$ cat src/rtl/tracker_axis_scheduler_if.sv
// Bus bundle between the tracker scheduler (master) and the LDR ADC plus the two servo drivers (slave).
interface tracker_axis_scheduler_if #(
   parameter int ADC_W = 12
);
   // ADC handshake: adc_req is a one-cycle pulse qualified by adc_ch; the ADC answers later with a
   // one-cycle adc_valid carrying adc_data. No back-pressure, and no new req is issued before the valid.
   logic             adc_req;
   logic [1:0]       adc_ch;
   logic             adc_valid;
   logic [ADC_W-1:0] adc_data;
   logic [31:0]      pos_h;
   logic [31:0]      pos_v;
   logic             h_btn0;
   logic             h_btn1;
   logic             v_btn0;
   logic             v_btn1;

   modport master (
      output adc_req, adc_ch, h_btn0, h_btn1, v_btn0, v_btn1,
      input  adc_valid, adc_data, pos_h, pos_v
   );

   modport slave (
      input  adc_req, adc_ch, h_btn0, h_btn1, v_btn0, v_btn1,
      output adc_valid, adc_data, pos_h, pos_v
   );
endinterface

$ cat src/rtl/tracker_axis_scheduler.sv
// Two-axis solar tracker sequencer: LDR sampling, error evaluation, one-axis-at-a-time servo moves.
// Optional ADC watchdog (WAIT timeout into a FAULT state) enabled by defining TRACKER_ADC_WDOG_EN.
module tracker_axis_scheduler #(
   parameter int ADC_W          = 12,
   parameter int DEADBAND       = 64,
   parameter int MOVE_CYCLES    = 200000,
   parameter int SETTLE_CYCLES  = 100000,
   parameter int RECHECK_CYCLES = 1000000,
   parameter int POS_MIN        = 500,
   parameter int POS_MAX        = 2500,
   parameter int ADC_TIMEOUT    = 4096
) (
   input  logic                            CLK,
   input  logic                            RST,
   input  logic                            EN,
   tracker_axis_scheduler_if.master        bus,
   output logic                            busy,
   output logic                            locked,
   output logic                            fault,
   output logic [2:0]                      state_dbg
);
   localparam int MAX_MS  = (MOVE_CYCLES > SETTLE_CYCLES) ? MOVE_CYCLES : SETTLE_CYCLES;
   localparam int MAX_MSR = (MAX_MS > RECHECK_CYCLES) ? MAX_MS : RECHECK_CYCLES;
   localparam int MAX_ALL = (MAX_MSR > ADC_TIMEOUT) ? MAX_MSR : ADC_TIMEOUT;
   localparam int CW      = $clog2(MAX_ALL) + 1;
   localparam int EW      = ADC_W + 3;
   localparam logic signed [EW-1:0] DB = EW'(DEADBAND);
   localparam logic AXIS_H = 1'b0;
   localparam logic AXIS_V = 1'b1;

   typedef enum logic [2:0] {
      IDLE   = 3'd0,
      REQ    = 3'd1,
      WAIT   = 3'd2,
      EVAL   = 3'd3,
      MOVE   = 3'd4,
      SETTLE = 3'd5,
      LOCKED = 3'd6
`ifdef TRACKER_ADC_WDOG_EN
      , FAULT = 3'd7
`endif
   } state_t;

   state_t                    state_q, state_d;
   logic [1:0]                ch_q, ch_d;
   logic [CW-1:0]             cnt_q, cnt_d;
   logic [3:0][ADC_W-1:0]     samp_q, samp_d;
   logic                      last_axis_q, last_axis_d;
   logic                      mv_axis_q, mv_axis_d;
   logic                      mv_dir_q, mv_dir_d;
   logic                      adc_req_q, adc_req_d;
   logic                      h_btn0_q, h_btn0_d, h_btn1_q, h_btn1_d;
   logic                      v_btn0_q, v_btn0_d, v_btn1_q, v_btn1_d;
   logic                      busy_q, busy_d;
   logic                      locked_q, locked_d;
`ifdef TRACKER_ADC_WDOG_EN
   logic                      fault_q, fault_d;
`endif

   // Channel order is TL, TR, BL, BR; sums are widened so the subtraction cannot wrap.
   logic [ADC_W:0]            sum_l, sum_r, sum_t, sum_b;
   logic signed [EW-1:0]      eh, ev;
   logic                      need_h, need_v, grant_v;
   logic [31:0]               pos_sel;
   logic                      limit_hit;

   assign sum_l = {1'b0, samp_q[0]} + {1'b0, samp_q[2]};
   assign sum_r = {1'b0, samp_q[1]} + {1'b0, samp_q[3]};
   assign sum_t = {1'b0, samp_q[0]} + {1'b0, samp_q[1]};
   assign sum_b = {1'b0, samp_q[2]} + {1'b0, samp_q[3]};
   assign eh    = $signed({2'b00, sum_l}) - $signed({2'b00, sum_r});
   assign ev    = $signed({2'b00, sum_t}) - $signed({2'b00, sum_b});

   assign need_h = ((eh > DB) && (bus.pos_h < 32'(POS_MAX))) ||
                   ((eh < -DB) && (bus.pos_h > 32'(POS_MIN)));
   assign need_v = ((ev > DB) && (bus.pos_v < 32'(POS_MAX))) ||
                   ((ev < -DB) && (bus.pos_v > 32'(POS_MIN)));
   // When both axes want to move, the one that did not move last gets the grant.
   assign grant_v = need_v && (!need_h || (last_axis_q == AXIS_H));

   assign pos_sel   = (mv_axis_q == AXIS_V) ? bus.pos_v : bus.pos_h;
   assign limit_hit = mv_dir_q ? (pos_sel <= 32'(POS_MIN)) : (pos_sel >= 32'(POS_MAX));

   always_comb begin
      state_d     = state_q;
      ch_d        = ch_q;
      cnt_d       = cnt_q;
      samp_d      = samp_q;
      last_axis_d = last_axis_q;
      mv_axis_d   = mv_axis_q;
      mv_dir_d    = mv_dir_q;
      adc_req_d   = 1'b0;
      h_btn0_d    = 1'b0;
      h_btn1_d    = 1'b0;
      v_btn0_d    = 1'b0;
      v_btn1_d    = 1'b0;
      busy_d      = busy_q;
      locked_d    = locked_q;
`ifdef TRACKER_ADC_WDOG_EN
      fault_d     = fault_q;
`endif
      if (!EN) begin
         state_d  = IDLE;
         ch_d     = 2'd0;
         cnt_d    = '0;
         busy_d   = 1'b0;
         locked_d = 1'b0;
`ifdef TRACKER_ADC_WDOG_EN
         fault_d  = 1'b0;
`endif
      end else begin
         case (state_q)
            IDLE: begin
               state_d = REQ;
               ch_d    = 2'd0;
               cnt_d   = '0;
               busy_d  = 1'b1;
            end
            REQ: begin
               adc_req_d = 1'b1;
               state_d   = WAIT;
               cnt_d     = '0;
            end
            WAIT: begin
               if (bus.adc_valid) begin
                  samp_d[ch_q] = bus.adc_data;
                  cnt_d        = '0;
                  if (ch_q == 2'd3) begin
                     state_d = EVAL;
                  end else begin
                     ch_d    = ch_q + 2'd1;
                     state_d = REQ;
                  end
               end
`ifdef TRACKER_ADC_WDOG_EN
               else if (cnt_q == CW'(ADC_TIMEOUT - 1)) begin
                  state_d = FAULT;
                  cnt_d   = '0;
                  fault_d = 1'b1;
                  busy_d  = 1'b0;
               end else begin
                  cnt_d = cnt_q + 1'b1;
               end
`endif
            end
            EVAL: begin
               cnt_d = '0;
               if (!need_h && !need_v) begin
                  state_d  = LOCKED;
                  locked_d = 1'b1;
                  busy_d   = 1'b0;
               end else begin
                  state_d     = MOVE;
                  mv_axis_d   = grant_v ? AXIS_V : AXIS_H;
                  last_axis_d = grant_v ? AXIS_V : AXIS_H;
                  mv_dir_d    = grant_v ? (ev < 0) : (eh < 0);
               end
            end
            MOVE: begin
               if (limit_hit || (cnt_q == CW'(MOVE_CYCLES))) begin
                  state_d = SETTLE;
                  cnt_d   = '0;
               end else begin
                  cnt_d    = cnt_q + 1'b1;
                  h_btn0_d = (mv_axis_q == AXIS_H) && !mv_dir_q;
                  h_btn1_d = (mv_axis_q == AXIS_H) && mv_dir_q;
                  v_btn0_d = (mv_axis_q == AXIS_V) && !mv_dir_q;
                  v_btn1_d = (mv_axis_q == AXIS_V) && mv_dir_q;
               end
            end
            SETTLE: begin
               if (cnt_q == CW'(SETTLE_CYCLES - 1)) begin
                  state_d = REQ;
                  ch_d    = 2'd0;
                  cnt_d   = '0;
               end else begin
                  cnt_d = cnt_q + 1'b1;
               end
            end
            LOCKED: begin
               if (cnt_q == CW'(RECHECK_CYCLES - 1)) begin
                  state_d  = REQ;
                  ch_d     = 2'd0;
                  cnt_d    = '0;
                  locked_d = 1'b0;
                  busy_d   = 1'b1;
               end else begin
                  cnt_d = cnt_q + 1'b1;
               end
            end
            default: ;
         endcase
      end
   end

   always_ff @(posedge CLK) begin
      if (RST) begin
         state_q     <= IDLE;
         ch_q        <= 2'd0;
         cnt_q       <= '0;
         samp_q      <= '0;
         last_axis_q <= AXIS_V;
         mv_axis_q   <= AXIS_H;
         mv_dir_q    <= 1'b0;
         adc_req_q   <= 1'b0;
         h_btn0_q    <= 1'b0;
         h_btn1_q    <= 1'b0;
         v_btn0_q    <= 1'b0;
         v_btn1_q    <= 1'b0;
         busy_q      <= 1'b0;
         locked_q    <= 1'b0;
`ifdef TRACKER_ADC_WDOG_EN
         fault_q     <= 1'b0;
`endif
      end else begin
         state_q     <= state_d;
         ch_q        <= ch_d;
         cnt_q       <= cnt_d;
         samp_q      <= samp_d;
         last_axis_q <= last_axis_d;
         mv_axis_q   <= mv_axis_d;
         mv_dir_q    <= mv_dir_d;
         adc_req_q   <= adc_req_d;
         h_btn0_q    <= h_btn0_d;
         h_btn1_q    <= h_btn1_d;
         v_btn0_q    <= v_btn0_d;
         v_btn1_q    <= v_btn1_d;
         busy_q      <= busy_d;
         locked_q    <= locked_d;
`ifdef TRACKER_ADC_WDOG_EN
         fault_q     <= fault_d;
`endif
      end
   end

   assign bus.adc_req = adc_req_q;
   assign bus.adc_ch  = ch_q;
   assign bus.h_btn0  = h_btn0_q;
   assign bus.h_btn1  = h_btn1_q;
   assign bus.v_btn0  = v_btn0_q;
   assign bus.v_btn1  = v_btn1_q;
   assign busy        = busy_q;
   assign locked      = locked_q;
   assign state_dbg   = state_q;
`ifdef TRACKER_ADC_WDOG_EN
   assign fault = fault_q;
`else
   assign fault = 1'b0;
`endif
endmodule

$ cat src/flat_wrapper.sv
// flat-port wrapper written by rule: the top's interface ports become plain ports
module tracker_axis_scheduler_flat 
#(
   parameter int ADC_W          = 12,
   parameter int DEADBAND       = 64,
   parameter int MOVE_CYCLES    = 200000,
   parameter int SETTLE_CYCLES  = 100000,
   parameter int RECHECK_CYCLES = 1000000,
   parameter int POS_MIN        = 500,
   parameter int POS_MAX        = 2500,
   parameter int ADC_TIMEOUT    = 4096
)
  (CLK, RST, EN, busy, locked, fault, state_dbg, bus_adc_req, bus_adc_ch, bus_h_btn0, bus_h_btn1, bus_v_btn0, bus_v_btn1, bus_adc_valid, bus_adc_data, bus_pos_h, bus_pos_v);
  tracker_axis_scheduler_if #(.ADC_W(ADC_W)) bus_i ();
  input  logic CLK;
  input  logic RST;
  input  logic EN;
  output logic busy;
  output logic locked;
  output logic fault;
  output logic [2:0] state_dbg;
  output wire logic [$bits(bus_i.adc_req)-1:0] bus_adc_req;
  output wire logic [$bits(bus_i.adc_ch)-1:0] bus_adc_ch;
  output wire logic [$bits(bus_i.h_btn0)-1:0] bus_h_btn0;
  output wire logic [$bits(bus_i.h_btn1)-1:0] bus_h_btn1;
  output wire logic [$bits(bus_i.v_btn0)-1:0] bus_v_btn0;
  output wire logic [$bits(bus_i.v_btn1)-1:0] bus_v_btn1;
  input wire logic [$bits(bus_i.adc_valid)-1:0] bus_adc_valid;
  input wire logic [$bits(bus_i.adc_data)-1:0] bus_adc_data;
  input wire logic [$bits(bus_i.pos_h)-1:0] bus_pos_h;
  input wire logic [$bits(bus_i.pos_v)-1:0] bus_pos_v;
  assign bus_adc_req = bus_i.adc_req;
  assign bus_adc_ch = bus_i.adc_ch;
  assign bus_h_btn0 = bus_i.h_btn0;
  assign bus_h_btn1 = bus_i.h_btn1;
  assign bus_v_btn0 = bus_i.v_btn0;
  assign bus_v_btn1 = bus_i.v_btn1;
  assign bus_i.adc_valid = bus_adc_valid;
  assign bus_i.adc_data = bus_adc_data;
  assign bus_i.pos_h = bus_pos_h;
  assign bus_i.pos_v = bus_pos_v;
  tracker_axis_scheduler #(.ADC_W(ADC_W), .DEADBAND(DEADBAND), .MOVE_CYCLES(MOVE_CYCLES), .SETTLE_CYCLES(SETTLE_CYCLES), .RECHECK_CYCLES(RECHECK_CYCLES), .POS_MIN(POS_MIN), .POS_MAX(POS_MAX), .ADC_TIMEOUT(ADC_TIMEOUT)) u_core (.CLK(CLK), .RST(RST), .EN(EN), .bus(bus_i), .busy(busy), .locked(locked), .fault(fault), .state_dbg(state_dbg));
endmodule
$ cat config.mk
export PLATFORM = sky130hd
export DESIGN_NAME = tracker_axis_scheduler_flat
export DESIGN_NICKNAME = d
export VERILOG_FILES = /design/src/rtl/tracker_axis_scheduler_if.sv /design/src/rtl/tracker_axis_scheduler.sv /design/src/flat_wrapper.sv
export SDC_FILE = /design/constraint.sdc
export NUM_CORES = 1
export LEC_CHECK = 0
export CAP_MARGIN = 30
export CORE_UTILIZATION = 56
export DETAILED_ROUTE_END_ITERATION = 16
export GPL_TIMING_DRIVEN = 1
export PLACE_DENSITY = 0.92
export SLEW_MARGIN = 20
export SYNTH_ARGS = -nofsm -noshare
export SYNTH_HDL_FRONTEND = slang
export SYNTH_SLANG_ARGS = --single-unit
$ cat constraint.sdc
create_clock -name CLK -period 5.4 [get_ports CLK]
set_input_delay 0.81 -clock CLK [delete_from_list [all_inputs] [get_ports CLK]]
set_output_delay 0.81 -clock CLK [all_outputs]
set_load 0.05 [all_outputs]
==> run metrics, run 1 <==
status=complete, but fails checks; violations in the final reports=design-rule violations; Max clock buf depth=2; vias in the first global route=6239; cell area after synthesis=6750 um2; count of TritonRoute iterations in the first routing pass=11; hold path depth=2; Critical R2R Capture=u_core.mv_dir_q$_SDFFE_PP0P_; cell area power density=177 nW/um2; Setup Crit Path Kind=flip-flop to flip-flop; Area Overhead vs Synth=18.6%; worst-margin pin slew=0.819 ns; CP Capture Type=flip-flop; die width=112 um; R2R depth=15; GRT Residual Overflow=0; clock-pin slew on the worst setup and hold paths=0.06 ns; worst vdd ir=0.000207 V; routability congestion estimate=0.893; total setup buffers inserted after CTS=0; Top Family by Delay on Critical Path=compound AO/OA/AOI/OAI gates; M3 GR Usage=5.82%; CP arrival=4.67 ns; critical hold path startpoint=u_core.samp_q[24]$_SDFFE_PP0P_; clock root buffer=clkbuf_16; H-tree Lvls=3; Layout Nets=1077; clock tree sinks=84; vias=roughly 6500; initial antenna violation count=0; CP max-delay cell=fa_1; final setup fails=0; TritonCTS buffer count=9; Residual DRC=3; share of layout cells above drive strength 1=3.93%; CTS resizes=0; crit-path cells=inv_1, fa_1, fa_1, inv_1, ha_1, a21o_1, a31o_1, o2111ai_1, nand3_1, a31oi_1, mux2i_1, a311oi_2, nand4_1, a211o_1, o211a_1; post-synthesis sequential area ratio=between 20% and 30%; CTS tree=yes; Hold Vio Cnt, Final=0; top post-synthesis cells by area=dfxtp_1 (25%), fa_1 (14%), ha_1 (6.3%); post-route antenna net violation count=0; syn nets=1010; met2 track demand over resource=49.4%; relative slew slack=45.4%; WHS Endpoint=u_core.samp_q[24]$_SDFFE_PP0P_; Async S/R FF share, synth=0%; Worst Skew=0.00748 ns; fin. max-slew vios=0; met1 Usage GRT=37.5%; clock period minus worst slack=~4.4 ns; slowest stage delay, CP=0.57 ns; worst path buffer plus inverter count=2; setup TNS=0 ns; fmax=226 MHz; unrepaired setup endpoints after global routing=no; average routed wire per standard cell=16.7 um; largest net degree at the start of global routing=54; EDFF count, synth=0; Warnings, synthesis=0; starting DRC count in detailed routing=507; top cell type's share of synthesized area=24.9%; Static Leak=3.07 nW; GR Util All Layers=29.7%; critical path startpoint category=flip-flop; worst-skew pair later-pin latency=0.35 ns; Synth cell types=between 70 and 80; filler cell count=895; r2r setup slk=0.97 ns; CP Data Required Time=around 5.6 ns; Max-Cap Viols=0; post-layout util=between 60 and 70%; global routing's busiest layer=met2; Tcrit/Tclk final=82.1%; post-synth top area cell=dfxtp_1; total power=1.41 mW; Die Span Y=approximately 110 um; first-pass GRT wire length=between 20000 and 30000 um; total core area=roughly 12000 um2; PortBufs=91; dpl hpwl=13000 um; routed wire length=17700 um; reg2reg start=u_core.samp_q[4]$_SDFFE_PP0P_; die footprint=approximately 13000 um2; Gate Count Post-Synth=about 850; Main synth FF type=dfxtp_1; Synth Area per Inst=7.96 um2; HP Class=flip-flop to flip-flop; Seq cells post-synth=84; row cnt=39; Via density=6.10; Initial Util=58.4%; hold_buf cts=0; commonest non-fill, non-tap cell in the layout=inv_1; CP max FO=7; n_diodes=0; I/O pin count=just over 90; commonest cells after routing, fill and taps aside=inv_1 (108), clkdlybuf4s50_1 (90), dfxtp_1 (84)
-- metal layers --
metal / vias up / wire [um]
met5: - / 0
met1: 3059 / 7470
met2: 260 / 8480
li1: 3100 / -
met4: 0 / 613
met3: 50 / 1150
-- synth_stat cells (4+ instances only) --
| cell | number |
|---|---|
| dfxtp_1 | 84 |
| a21o_1 | 10 |
| inv_1 | 108 |
| fa_1 | 48 |
| nand4_1 | 7 |
| a211oi_1 | 6 |
| or2_2 | 5 |
| a311oi_1 | 4 |
| buf_2 | 7 |
| or3_1 | 8 |
| and4_1 | 7 |
| nand2b_1 | 4 |
| nand2_1 | 67 |
| a21oi_1 | 75 |
| o21ai_1 | 4 |
| nor4b_1 | 4 |
| nor3_1 | 13 |
| o21a_1 | 8 |
| clkbuf_1 | 28 |
| o211ai_1 | 6 |
| nor2_1 | 66 |
| a31oi_1 | 10 |
| mux2i_1 | 17 |
| nor3b_1 | 12 |
| nand3_1 | 64 |
| nor4_1 | 20 |
| and3_1 | 14 |
| ha_1 | 34 |
| nor2b_1 | 6 |
| o2111ai_1 | 6 |
| o21ai_0 | 27 |
| xor2_1 | 9 |
-- registers in the layout (all words and copies together), names as in the netlist --
| register | flops |
|---|---|
| u_core.bus.adc_req | 1 |
| u_core.bus.v_btn1 | 1 |
| u_core.last_axis_q | 1 |
| u_core.bus.h_btn1 | 1 |
| u_core.locked | 1 |
| u_core.state_dbg | 3 |
| u_core.bus.h_btn0 | 1 |
| u_core.bus.v_btn0 | 1 |
| u_core.busy | 1 |
| u_core.mv_axis_q | 1 |
| u_core.mv_dir_q | 1 |
| u_core.cnt_q | 21 |
| u_core.bus.adc_ch | 2 |
| u_core.samp_q | 48 |
-- worst register-to-register path, cell delays in order, from the launching register on --
cell and delay [ns]:
dfxtp_1 0.33, inv_1 0.08, fa_1 0.52, fa_1 0.57
inv_1 0.06, ha_1 0.37, a21o_1 0.20, a31o_1 0.22
o2111ai_1 0.32, nand3_1 0.17, a31oi_1 0.38, mux2i_1 0.16
a311oi_2 0.28, nand4_1 0.19, a211o_1 0.33, o211a_1 0.12
-- report_power, final --
group	total [mW]	internal [mW]	switching (mW)
sequential	0.626	0.622	0.00393
combinational	0.181	0.0934	0.0876
clock	0.607	0.361	0.246
total	1.41	1.08	0.338
-- cell families after synthesis --
family          count (synthesis)  synth area share [%]
fa+ha+maj                      82                  20.5
simple gates                  312                  23.7
flops                          84                  24.9
mux                            18                  2.69
other cells                     1                0.0555
xor+xnor                       12                  1.56
compound gates                191                  18.1
buf+inv                       148                  8.52
-- layout make-up --
class | instances | area [um2] | share of cell area [%]
timing repair buffer | 96 | 963 | 12.0
inverter | 108 | 405 | 5.06
sequential | 84 | 1680 | 21.0
clock buffer | 10 | 239 | 2.98
tap | 143 | 179 | 2.23
multi-input combinational | 616 | 4500 | 56.2
clock inverter | 3 | 40.0 | 0.500
-- metrics by stage --
step                      std cells  hold WS [ns]  instance area (um2)  setup WS, ns
final                          1060         0.457                 8010         0.968
after global routing           1060         0.477                 8010         0.740
after CTS                      1058         0.454                 7980          1.02
after detailed placement       1045         0.446                 7700          1.05
after global placement         1044         0.442                 7690          1.17
after floorplan                 848         0.436                 6750          1.44
-- how the worst max path moves through the flow --
| stage | depth (start not counted) | end | from |
|---|---|---|---|
| 2_1_floorplan | 15 | u_core.mv_dir_q$_SDFFE_PP0P_ | u_core.samp_q[4]$_SDFFE_PP0P_ |
| 3_3_place_gp | 15 | u_core.mv_dir_q$_SDFFE_PP0P_ | u_core.samp_q[4]$_SDFFE_PP0P_ |
| 3_5_place_dp | 15 | u_core.mv_dir_q$_SDFFE_PP0P_ | u_core.samp_q[4]$_SDFFE_PP0P_ |
| 4_1_cts | 15 | u_core.locked$_SDFFE_PP0P_ | u_core.samp_q[4]$_SDFFE_PP0P_ |
| 5_1_grt | 18 | u_core.locked$_SDFFE_PP0P_ | u_core.samp_q[24]$_SDFFE_PP0P_ |
| 6_report | 15 | u_core.mv_dir_q$_SDFFE_PP0P_ | u_core.samp_q[4]$_SDFFE_PP0P_ |
Note: power is estimated with default switching activity, not from simulation.
==> inputs of run 2 (changes only) <==
- clock period: 5.4 -> 4.6 ns (I/O delays scaled with it)
==> run 2 against run 1 <==
  * Count of clock-buffer cells in the layout is the same
  * Wire length is 2.8% higher
  * Worst hold slack better by 0.0018 ns
  * Utilization up 0.37 points
  * Sequential share of layout area fell by 0.11 points
  * Critical path type unchanged
  * Clock power increased by 29%
  * Global-route usage is 0.43 points higher
  * Fmax shrank 1.8%
  * Worst setup slack worse by 0.88 ns
  * Clock skew increased by 0.00073 ns
  * The flow still finishes with violations (design-rule violations)
  * Final cell count up 0.28%
  * Largest power group is now the clock network
==> run metrics, run 2 (synthesis results as in run 1) <==
critical hold path startpoint=u_core.samp_q[6]$_SDFFE_PP0P_; clock-pin slew on the worst setup and hold paths=0.06 ns (about the same); worst vdd ir=0.000187 V (-10%); dpl hpwl=13000 um (-0.57%); commonest non-fill, non-tap cell in the layout=inv_1; GR Util All Layers=30.1% (+0.43 points); CP max-delay cell=fa_1; total power=1.73 mW (+22%); final std cells w/o fill=1063 (+0.28%); CTS tree=yes; clock period minus worst slack=4.51 ns (+0.0802 ns); vias in the first global route=6277 (+0.61%); H-tree Lvls=3 (unchanged); worst path buffer plus inverter count=2 (unchanged); die width=112 um (unchanged); critical path startpoint category=flip-flop; Reg area=1680 um2 (unchanged); fin. max-slew vios=0 (unchanged); setup TNS=0 ns (unchanged); Initial Util=58.4% (unchanged); area of the multi-input gates=4510 um2 (+0.28%); die footprint=12500 um2 (unchanged); worst-margin pin slew=0.777 ns (-0.0417 ns); clock tree sinks=84 (unchanged); cell area power density=215 nW/um2 (+22%); Area Overhead vs Synth=19.2%; slowest stage delay, CP=0.55 ns (-0.02 ns); largest register by flop count=u_core.samp_q; clock root buffer=clkbuf_16; average routed wire per standard cell=17.1 um (+2.5%); WHS Endpoint=u_core.samp_q[6]$_SDFFE_PP0P_; Layout Nets=1077 (unchanged); post-route antenna net violation count=0 (unchanged); row cnt=39 (unchanged); CP Data Required Time=4.85 ns (-0.79 ns); n_diodes=0 (unchanged); PortBufs=91 (unchanged); hold path depth=2 (unchanged); I/O pin count=93 (unchanged); share of layout cells above drive strength 1=4.35% (+0.42 points); max reg flops=48 (unchanged); starting DRC count in detailed routing=822 (+62%); GRT Residual Overflow=0 (unchanged); total setup buffers inserted after CTS=0 (unchanged); Via density=6.11 (about the same); largest net degree at the start of global routing=54 (unchanged); Max clock buf depth=2 (unchanged); final setup fails=0 (unchanged); Residual DRC=3 (unchanged); CP arrival=4.76 ns (+0.09 ns); HP Class=flip-flop to flip-flop; filler cell count=890 (-0.56%); Max-Cap Viols=0 (unchanged); R2R depth=15 (unchanged); routability congestion estimate=0.889 (-0.39%); initial antenna violation count=0 (unchanged); Setup Crit Path Kind=flip-flop to flip-flop; fmax=222 MHz (-1.8%); vias=6490 (+0.32%); CP max FO=7 (unchanged); Die Span Y=112 um (unchanged); worst-skew pair later-pin latency=0.35 ns (about the same); reg2reg start=u_core.samp_q[4]$_SDFFE_PP0P_; r2r setup slk=0.09 ns (-0.88 ns); Placed Cells=1045 (unchanged); relative slew slack=48.2% (+2.8 points); commonest cells after routing, fill and taps aside=inv_1 (108), clkdlybuf4s50_1 (90), dfxtp_1 (84); status=complete, but fails checks; CP Capture Type=flip-flop; total core area=11600 um2 (unchanged); TritonCTS buffer count=9 (unchanged); routed wire length=18200 um (+2.8%); crit-path cells=inv_1, fa_1, fa_1, inv_1, ha_1, a21o_1, a31o_1, o2111ai_1, nand3_1, a31oi_2, mux2i_1, a311oi_2, nand4_1, a211o_1, o211a_1; Critical R2R Capture=u_core.mv_dir_q$_SDFFE_PP0P_; unrepaired setup endpoints after global routing=no; Worst Skew=0.00820 ns (+0.000726 ns); Hold Vio Cnt, Final=0 (unchanged); first-pass GRT wire length=29800 um (+1.2%); violations in the final reports=design-rule violations; Top Family by Delay on Critical Path=compound AO/OA/AOI/OAI gates; Tcrit/Tclk final=98.1% (+16 points); count of TritonRoute iterations in the first routing pass=12 (+1); Static Leak=3.08 nW (+0.46%)
run 2: cell count changes in the layout (fill, tap and decap cells not counted), sizes merged:
cell	before	now
bufinv	1	2
clkinv	2	3
inv	108	109
run 2: layout make-up:
class / count / share of cell area [%]
well taps: 143 / 2.22
flip-flops and latches: 84 / 20.9
repair buffers: 96 / 11.9
multi-input cells: 616 / 56.0
inverters: 108 / 5.04
clock buffers: 10 / 2.84
clock inverters: 6 / 1.09
run 2: power breakdown:
part | total, mW | internal (mW) | switching, mW | leakage [nW]
sequential | 0.735 | 0.730 | 0.00468 | 0.677
clock | 0.785 | 0.477 | 0.308 | 0.157
combinational | 0.213 | 0.110 | 0.103 | 2.25
total | 1.73 | 1.32 | 0.416 | 3.08
run 2: worst max path at each step:
stage | from | to | cells after the start
2_1_floorplan | u_core.samp_q[4]$_SDFFE_PP0P_ | u_core.mv_dir_q$_SDFFE_PP0P_ | 15
3_3_place_gp | u_core.samp_q[4]$_SDFFE_PP0P_ | u_core.mv_dir_q$_SDFFE_PP0P_ | 15
3_5_place_dp | u_core.samp_q[4]$_SDFFE_PP0P_ | u_core.mv_dir_q$_SDFFE_PP0P_ | 15
4_1_cts | u_core.samp_q[4]$_SDFFE_PP0P_ | u_core.mv_dir_q$_SDFFE_PP0P_ | 15
5_1_grt | u_core.samp_q[4]$_SDFFE_PP0P_ | u_core.mv_dir_q$_SDFFE_PP0P_ | 15
6_report | u_core.samp_q[4]$_SDFFE_PP0P_ | u_core.mv_dir_q$_SDFFE_PP0P_ | 15
run 2: repair_timing:
action | in CTS | in global routing
endpoints found under the setup margin | 0 | 2
resized for setup | 0 | 2
hold buffers | 0 | 0
run 2: metrics by stage:
stage	cell area, um2	utilization (%)	hold WS (ns)	setup WS [ns]
global placement	7690	66.5	0.442	0.358
finish	8050	69.6	0.459	0.0879
detailed placement	7690	66.5	0.446	0.154
floorplan	6750	-	0.436	0.635
CTS	8010	69.3	0.456	0.0873
global route	8050	69.6	0.476	0.00321
run 2: tightest hold or removal path, delay by kind of cell, from the launching register on:
kind / cells / cell delay [ns]
AOI/OAI and AO/OA: 1 / 0.05
DFF: 1 / 0.31
and+or+nand+nor: 1 / 0.05
run 2: per-layer routing:
metal | share of wire, % | GRT usage, %
met5 | 0 | 0
met4 | 2.5 | 12.6
met3 | 7.6 | 6.26
met2 | 50 | 50.3
met1 | 40 | 37.8
==> inputs of run 3 (changes only) <==
- CORE_UTILIZATION: 56 -> 61
- PLACE_DENSITY: 0.92 -> 0.88
- clock period: 4.6 -> 5.3 ns (I/O delays scaled with it)
==> run 3 against run 2 <==
  * The flow now finishes without violations
  * Wire length fell by 9.6%
  * Combinational power down 15%
  * Sequential power fell by 13%
  * Worst hold slack better by 0.0028 ns
  * Die area shrank 8.0%
  * Power is 27% lower
  * Critical endpoint unchanged
  * Largest cell class unchanged
  * Largest power group is now registers
  * Highest routed layer unchanged
==> run metrics, run 3 (synthesis results as in run 1) <==
n_diodes=0 (unchanged); hold_buf cts=0 (unchanged); CP Data Required Time=5.55 ns (+0.70 ns); final setup fails=0 (unchanged); count of TritonRoute iterations in the first routing pass=6 (-6); post-route antenna net violation count=0 (unchanged); Setup Crit Path Kind=flip-flop to flip-flop; setup TNS=0 ns (unchanged); Placed Cells=1043 (-0.19%); GRT Residual Overflow=0 (unchanged); Int Power=0.939 mW (-29%); die footprint=11500 um2 (-8.0%); PortBufs=91 (unchanged); Die Span Y=107 um (-4.1%); commonest non-fill, non-tap cell in the layout=inv_1; Initial Util=62.6% (+4.2 points); vias in the first global route=5890 (-6.2%); clock power share=35.8% (-9.5 points); Max-Cap Viols=0 (unchanged); worst-skew pair later-pin latency=0.36 ns (about the same); Area Overhead vs Synth=17.2%; final worst slack=0.739 ns (+0.651 ns); row cnt=38 (-2.6%); switching power total=0.333 mW (-20%); Tcrit/Tclk final=86.0% (-12 points); Hold Vio Cnt, Final=0 (unchanged); Layout Nets=1077 (unchanged); cell area power density=161 nW/um2 (-25%); average routed wire per standard cell=15.5 um (-9.4%); initial antenna violation count=0 (unchanged); worst-margin pin slew=0.814 ns (+0.0372 ns); HP Class=flip-flop to flip-flop; unrepaired setup endpoints after global routing=no; total core area=10800 um2 (-6.7%); die width=107 um (-4.1%); Static Leak=3.03 nW (-1.7%); Via density=5.97 (-2.3%); Residual DRC=0 (-3); Comb power frac=14.2% (+1.9 points); I/O pin count=93 (unchanged); relative slew slack=45.7% (-2.5 points); total setup buffers inserted after CTS=0 (unchanged); first-pass GRT wire length=27300 um (-8.6%); CTS resizes=0 (unchanged); CTS tree=yes; commonest cells after routing, fill and taps aside=inv_1 (108), clkdlybuf4s50_1 (90), dfxtp_1 (84); H-tree Lvls=3 (unchanged); CP max FO=7 (unchanged); clock-pin slew on the worst setup and hold paths=0.09 ns (+0.03 ns); routed wire length=16500 um (-9.6%); starting DRC count in detailed routing=453 (-45%); Worst Skew=0.0113 ns (+0.00307 ns); fmax=219 MHz (-1.1%); vias=6323 (-2.6%); clock root buffer=clkbuf_8; worst vdd ir=0.000172 V (-7.9%); Reg area=1680 um2 (unchanged); clock tree sinks=84 (unchanged); Reg power frac=50.0% (+7.6 points); critical path startpoint category=flip-flop; routability congestion estimate=0.897 (+0.93%); share of layout cells above drive strength 1=4.24% (-0.11 points); fin. max-slew vios=0 (unchanged); largest net degree at the start of global routing=54 (unchanged); final std cells w/o fill=1060 (-0.28%); Finished Cell Area=7920 um2 (-1.6%); dpl hpwl=12500 um (-3.3%); r2r setup slk=0.74 ns (+0.65 ns); dpl cell area=7700 um2 (about the same); switching fraction of total power=26.2% (+2.2 points); CP arrival=4.81 ns (+0.05 ns); Max clock buf depth=2 (unchanged); clock period minus worst slack=4.56 ns (+0.0486 ns); area of the multi-input gates=4500 um2 (-0.28%); status=completed; post-place setup slack=0.895 ns (+0.741 ns); filler cell count=844 (-5.2%); largest register by flop count=u_core.samp_q; TritonCTS buffer count=9 (unchanged); GR Util All Layers=29.9% (-0.24 points); CP Capture Type=flip-flop; max reg flops=48 (unchanged)
run 3: power by group through the flow:
stage / sequential, mW / combinational (mW) / clock, mW
2_1_floorplan: 0.656 / 0.0863 / 0
3_3_place_gp: 0.652 / 0.172 / 0
3_5_place_dp: 0.651 / 0.176 / 0
4_1_cts: 0.637 / 0.176 / 0.462
5_1_grt: 0.637 / 0.195 / 0.488
6_report: 0.637 / 0.180 / 0.456
run 3: per-stage QoR:
step	hold slack (ns)	total power, mW	utilization [%]
final	0.462	1.27	73.4
after global routing	0.487	1.32	73.4
after CTS	0.459	1.27	73.2
after detailed placement	0.447	0.827	71.4
after global placement	0.444	0.824	71.2
after floorplan	0.436	0.742	-
run 3: per-layer routing:
layer | GRT usage (%) | wire, um | up-vias
li1 | - | - | 3101
met1 | 39.3 | 7100 | 2979
met2 | 50.2 | 7890 | 220
met3 | 4.74 | 1150 | 23
met4 | 9.39 | 306 | 0
met5 | 0 | 0 | -
run 3: path summary, 6_finish.rpt:
kind / from / cells past startpoint / to
worst min-delay path: u_core.samp_q[4]$_SDFFE_PP0P_ / 2 / u_core.samp_q[4]$_SDFFE_PP0P_
worst max register to register: u_core.samp_q[4]$_SDFFE_PP0P_ / 15 / u_core.mv_dir_q$_SDFFE_PP0P_
worst max-delay path: u_core.samp_q[4]$_SDFFE_PP0P_ / 15 / u_core.mv_dir_q$_SDFFE_PP0P_
worst min register to register: u_core.samp_q[4]$_SDFFE_PP0P_ / 2 / u_core.samp_q[4]$_SDFFE_PP0P_
run 3: critical path, stage by stage (launching register included):
cell and delay [ns]:
dfxtp_1 0.34, inv_1 0.09, fa_1 0.52, fa_1 0.51, inv_1 0.04, ha_1 0.37, a21o_1 0.20, a31o_1 0.23
o2111ai_1 0.29, nand3_1 0.16, a31oi_1 0.39, mux2i_1 0.23, a311oi_2 0.40, nand4_1 0.22, a211o_1 0.34, o211a_1 0.13
run 3: area by class of cell:
cell class              count  share of cell area, %
clock buffers              12                   2.09
clock inverters             4                  0.395
inverters                 108                   5.12
multi-input cells         616                   56.8
flip-flops and latches     84                   21.2
well taps                 140                   2.21
repair buffers             96                   12.1
